[config.mk]
export PLATFORM = sky130hd
export DESIGN_NAME = config_3d_register_bank
export DESIGN_NICKNAME = d
export VERILOG_FILES = /design/src/rtl/config_3d_register_bank.sv
export SDC_FILE = /design/constraint.sdc
export NUM_CORES = 1
export LEC_CHECK = 0
export ABC_CLOCK_PERIOD_IN_PS = 4600
export CELL_PAD_IN_SITES_DETAIL_PLACEMENT = 0
export CELL_PAD_IN_SITES_GLOBAL_PLACEMENT = 1
export CORE_MARGIN = 2
export CORE_UTILIZATION = 40
export CTS_BUF_LIST = sky130_fd_sc_hd__clkbuf_4 sky130_fd_sc_hd__clkbuf_8 sky130_fd_sc_hd__clkbuf_16
export DETAILED_ROUTE_END_ITERATION = 7
export GPL_TIMING_DRIVEN = 0
export HOLD_SLACK_MARGIN = 0.08
export PLACE_DENSITY_LB_ADDON = 0.2
export SYNTH_ARGS = -nofsm -noshare
export SYNTH_HDL_FRONTEND = slang
export SYNTH_SLANG_ARGS = --single-unit
[constraint.sdc]
create_clock -name TCK -period 4.6 [get_ports TCK]
set_input_delay 1.15 -clock TCK [delete_from_list [all_inputs] [get_ports TCK]]
set_output_delay 1.15 -clock TCK [all_outputs]
set_load 0.02 [all_outputs]
[src/rtl/config_3d_register_bank.sv]
// config_3d_register_bank: JTAG DR bank of N_REGS config registers with framed access, sticky lock and error flag
module config_3d_register_bank #(
   parameter int                   DW           = 8,
   parameter int                   N_REGS       = 4,
   parameter int                   AW           = 2,
   parameter logic [N_REGS*DW-1:0] RESET_FLAT   = 32'h0000_0001,
   parameter logic [3:0]           TAPCONFIG_OP = 4'b0011
)(
   input  logic                 TCK,
   input  logic                 TRST_N,
   input  logic                 TDI,
   input  logic [3:0]           tap_state,
   input  logic [3:0]           IR,
   output logic [N_REGS*DW-1:0] config_flat,
   output logic                 config_tdo,
   output logic                 cfg_wr_pulse,
   output logic                 cfg_locked,
   output logic                 cfg_err
);
   localparam int FW = 1 + AW + DW;
   localparam int CW = $clog2(FW + 2);
   localparam logic [CW-1:0] FW_C   = CW'(FW);
   localparam logic [CW-1:0] FW_SAT = CW'(FW + 1);
   localparam logic [AW:0]   NR     = (AW+1)'(N_REGS);
   localparam logic [3:0] TLR        = 4'b1111;
   localparam logic [3:0] CAPTURE_DR = 4'b0110;
   localparam logic [3:0] SHIFT_DR   = 4'b0010;
   localparam logic [3:0] UPDATE_DR  = 4'b0101;
   logic [DW-1:0] r_regs [N_REGS];
   logic [FW-1:0] r_shift;
   logic [AW-1:0] r_rd_addr;
   logic [CW-1:0] r_bitcnt;
   logic          r_lock;
   logic          r_err;
   logic          r_wr_pulse;
   logic          w_sel;
   logic          w_wr;
   logic [AW-1:0] w_addr;
   logic [DW-1:0] w_data;
   assign w_sel  = IR == TAPCONFIG_OP;
   assign w_wr   = r_shift[FW-1];
   assign w_addr = r_shift[FW-2:DW];
   assign w_data = r_shift[DW-1:0];
   always_ff @(posedge TCK or negedge TRST_N) begin
      if (!TRST_N) begin
         for (int i = 0; i < N_REGS; i++) r_regs[i] <= RESET_FLAT[i*DW +: DW];
         r_shift    <= '0;
         r_rd_addr  <= '0;
         r_bitcnt   <= '0;
         r_lock     <= 1'b0;
         r_err      <= 1'b0;
         r_wr_pulse <= 1'b0;
      end else if (tap_state == TLR) begin
         for (int i = 0; i < N_REGS; i++) r_regs[i] <= RESET_FLAT[i*DW +: DW];
         r_shift    <= '0;
         r_rd_addr  <= '0;
         r_bitcnt   <= '0;
         r_lock     <= 1'b0;
         r_err      <= 1'b0;
         r_wr_pulse <= 1'b0;
      end else begin
         r_wr_pulse <= 1'b0;
         // err is cleared on capture but its old value rides out in the frame
         if (w_sel && tap_state == CAPTURE_DR) begin
            r_shift  <= {r_err, r_rd_addr, r_regs[r_rd_addr]};
            r_bitcnt <= '0;
            r_err    <= 1'b0;
         end
         if (w_sel && tap_state == SHIFT_DR) begin
            r_shift <= {TDI, r_shift[FW-1:1]};
            if (r_bitcnt != FW_SAT) r_bitcnt <= r_bitcnt + 1'b1;
         end
         if (w_sel && tap_state == UPDATE_DR) begin
            if (r_bitcnt != FW_C || {1'b0, w_addr} >= NR) r_err <= 1'b1;
            else begin
               r_rd_addr <= w_addr;
               if (w_wr && r_lock) r_err <= 1'b1;
               else if (w_wr) begin
                  r_regs[w_addr] <= w_data;
                  r_wr_pulse     <= 1'b1;
                  if (w_addr == '0 && w_data[DW-1]) r_lock <= 1'b1;
               end
            end
         end
      end
   end
   for (genvar g = 0; g < N_REGS; g++) begin : g_flat
      assign config_flat[g*DW +: DW] = r_regs[g];
   end
   assign config_tdo   = r_shift[0];
   assign cfg_wr_pulse = r_wr_pulse;
   assign cfg_locked   = r_lock;
   assign cfg_err      = r_err;
endmodule

==> flow_summary.yaml <==
status:
  status: "finished clean"
route:
  viasPerCell: 5.93
  final_antenna_violating_net_count: 0
  finalWirelength_mm: 8.26
  wl_per_cell_um: 20.5
  number_of_search_and_repair_iterations_in_the_first_detailed_routing_pass: 5
  initialDrtViolationCount: 182
  vias: 2396
  drc: 0
pwr:
  clkPwrFrac: 0.355
  cellLeakagePower_nw: 1.31
  p_comb_frac: 0.054
  power.share.switching: 0.245
  p_int_w: 0.000589
  seqPwrFrac: 0.591
  total_power_w: 0.000781
  vdd_drop_max_mv: 0.143
  power_density_nw_per_um2: 236
  switching_power_w: 0.000191
synthesis:
  synthTopCellsByArea: "sky130_fd_sc_hd__dfrtp_1, sky130_fd_sc_hd__o21ai_0, sky130_fd_sc_hd__mux4_2"
  yosys_most_used_dff: "sky130_fd_sc_hd__dfrtp_1"
  mappedNetlistArea_um2: 2650
  synthTopCellsByCount: "sky130_fd_sc_hd__dfrtp_1, sky130_fd_sc_hd__o21ai_0, sky130_fd_sc_hd__nand2_1"
  postSynth.asyncResetShare: 1.00
  synthesis.nets: 286
  synthDominantAreaCellType: "sky130_fd_sc_hd__dfrtp_1"
  yosysSeqAreaShare: 0.491
  ys_types: 39
  synth.avg_cell_area_um2: 9.72
  synth_most_common_cell: "sky130_fd_sc_hd__dfrtp_1"
  synth_cells: 273
  yosysWarnings: 0
  synth.ff_latch_count: 52
  post-synth-top-area-fraction: 0.481
  synth_edf_count: 0
timing:
  worst-slew-pin-transition_ns: 1.13
  finalMaxSlewViolations: 0
  fmax_mhz: 305
  finalHoldWorstSlack_ns: 0.556
  layout_min_cycle_time_ns: 3.28
  final-hold-violation-count: 0
  post-route-period-util: 0.713
  worst_case_clock_skew_ns: 0.0149
  setup_total_negative_slack_ns: 0
  grt_setup_unrepaired: "false"
  setup-violations-final: 0
  slew_headroom: 0.240
clocking:
  tritoncts.num_buffers: 5
  number_of_hold_repair_buffers_added_at_the_cts_stage: 0
  cts.clk_slew.worst_paths_ns: 0.10
  cts_buffer_depth: 2
  post_cts_resized: 0
  clock_insertion_delay_worst_skew_ns: 0.32
  cts_tree: "built"
  postCtsSetupBuffers: 0
  clkSinkCount: 52
  cts_root_buf: "sky130_fd_sc_hd__clkbuf_8"
  cts.htree.levels: 2
critical_path:
  critical_path.endpoint_type: "register"
  crit-reg2reg-capture: "config_flat[25]"
  required_arrival_time_at_the_worst_endpoint_ns: 4.84
  path_class: "input pin to register"
  reg2reg_slack_ns: 2.19
  cp_max_fo: 10
  crit_start: "tap_state[1]"
  crit_arrival_ns: 3.52
  rr_worst_depth: 6
  critPathMaxStageDelay_ns: 0.57
  crit_path_start_kind: "input pin"
  worst-path-buf-inv: 2
  timing.critical_path.cells: "clkdlybuf4s50_1, nor4b_1, nor3b_1, clkbuf_1, nand2_1, o21ai_0"
  slowest_library_cell_on_the_worst_path: "sky130_fd_sc_hd__clkdlybuf4s50_1"
  critical-path-top-delay-family: "simple AND/OR/NAND/NOR gates"
  r2r_start: "r_bitcnt[0]"
global_route:
  antenna_found_initial: 0
  first_pass_grt_wire_length_mm: 13.1
  grt_pass1_vias: 2389
  grt_start_max_net_pins: 38
  grtUsageTotal: 0.236
  globalRouteOverflowTotal: 0
placed_design:
  dpl_cells: 396
  buffer_ports.inserted: 45
  place_congestion: 0.830
  detailed_place_hpwl_mm: 5.56
cells_and_area:
  share_of_layout_cells_above_drive_strength_1: 0.0826
  layout-area-overhead-vs-synth_pct: 24.6
  finalNonFillerCells: 404
  finish.utilization: 0.517
  nets: 339
  filler_cell_count: 606
  antenna_cells_inserted: 0
floorplanning:
  die_y_um: 85.4
  die_outline_area_um2: 7300
  dieWidth_um: 85.4
  core-area_um2: 6390
  placementRows: 29
  io_pins: 47
  floorplan.initialDensity: 0.415
hold_path:
  worstHoldEndpoint: "config_flat[0]"
  hold_critical_path_depth: 2
  hold_path_startpoint: "config_flat[0]"
  min-delay-path-class: "register to register"
job:
  max_cap_viol_count: 0
cells in the final DEF, fill, tap and decap left out, types with 5 or more instances in the layout:
| cell type | instances |
|---|---|
| sky130_fd_sc_hd__a21oi_1 | 21 |
| sky130_fd_sc_hd__a22oi_1 | 12 |
| sky130_fd_sc_hd__clkbuf_1 | 14 |
| sky130_fd_sc_hd__clkbuf_8 | 5 |
| sky130_fd_sc_hd__clkdlybuf4s50_1 | 44 |
| sky130_fd_sc_hd__dfrtp_1 | 51 |
| sky130_fd_sc_hd__inv_1 | 11 |
| sky130_fd_sc_hd__mux2i_1 | 11 |
| sky130_fd_sc_hd__mux4_2 | 8 |
| sky130_fd_sc_hd__nand2_1 | 30 |
| sky130_fd_sc_hd__nand3_1 | 28 |
| sky130_fd_sc_hd__nor2_1 | 9 |
| sky130_fd_sc_hd__o21ai_0 | 37 |
cell type report:
type	instances	area, µm²	area share
inverters	11	41.3	0.0125
well taps	77	96.3	0.0292
repair buffers	46	465	0.141
plain buffers	19	81.3	0.0246
clock buffers	6	76.3	0.0231
clock inverters	2	13.8	0.00417
multi-input cells	191	1230	0.371
flip-flops and latches	52	1300	0.394
per-layer routing:
layer | routed length (µm) | up-vias | share of wire | global-route usage
li1 | - | 1094 | - | -
met5 | 0 | - | 0 | 0
met4 | 168 | 0 | 0.020 | 0.0750
met3 | 371 | 16 | 0.045 | 0.0428
met2 | 3910 | 78 | 0.47 | 0.371
met1 | 3810 | 1208 | 0.46 | 0.334
sequential cells by signal (all words and copies together) (netlist names):
register      cells
cfg_err           1
cfg_locked        1
cfg_wr_pulse      1
config_flat      32
r_bitcnt          4
r_rd_addr         2
r_shift          11
per-stage QoR:
stage / instance area, µm² / setup WS, ns
floorplan: 2650 / 1.87
global placement: 3200 / 0.713
detailed placement: 3210 / 0.997
CTS: 3300 / 1.33
global route: 3300 / 1.18
finish: 3300 / 1.32
power by group through the flow:
stage	clock network [W]	logic (W)	registers [W]
final	0.000277	0.0000418	0.000461
after global routing	0.000299	0.0000463	0.000462
after CTS	0.000282	0.0000429	0.000461
after detailed placement	0	0.0000427	0.000470
after global placement	0	0.0000406	0.000470
after floorplan	0	0.0000127	0.000471
worst register-to-register path, delay by kind of cell (launching register included):
family / cells / cell delay (ns)
buf+inv: 1 / 0.50
compound gates: 1 / 0.21
simple gates: 3 / 1.01
fa+ha+maj: 1 / 0.21
flops: 1 / 0.40
cell families (layout without fill, tap and decap cells):
family / Yosys count / after routing / share of synthesized area
adder cells (fa/ha/maj): 2 / 2 / 0.00943
buffers and inverters: 30 / 84 / 0.0462
multiplexers: 19 / 19 / 0.109
AND/OR/NAND/NOR: 93 / 93 / 0.181
AO/OA/AOI/OAI: 77 / 77 / 0.163
flip-flops: 52 / 52 / 0.491
how the worst max path moves through the flow:
stage	cells after the start	to
2_1_floorplan	5	config_flat[1]
3_3_place_gp	1	config_flat[10]
3_5_place_dp	6	r_shift[2]
4_1_cts	6	r_shift[2]
5_1_grt	6	r_shift[4]
6_report	6	r_shift[2]
(Power assumes the default switching activity.)
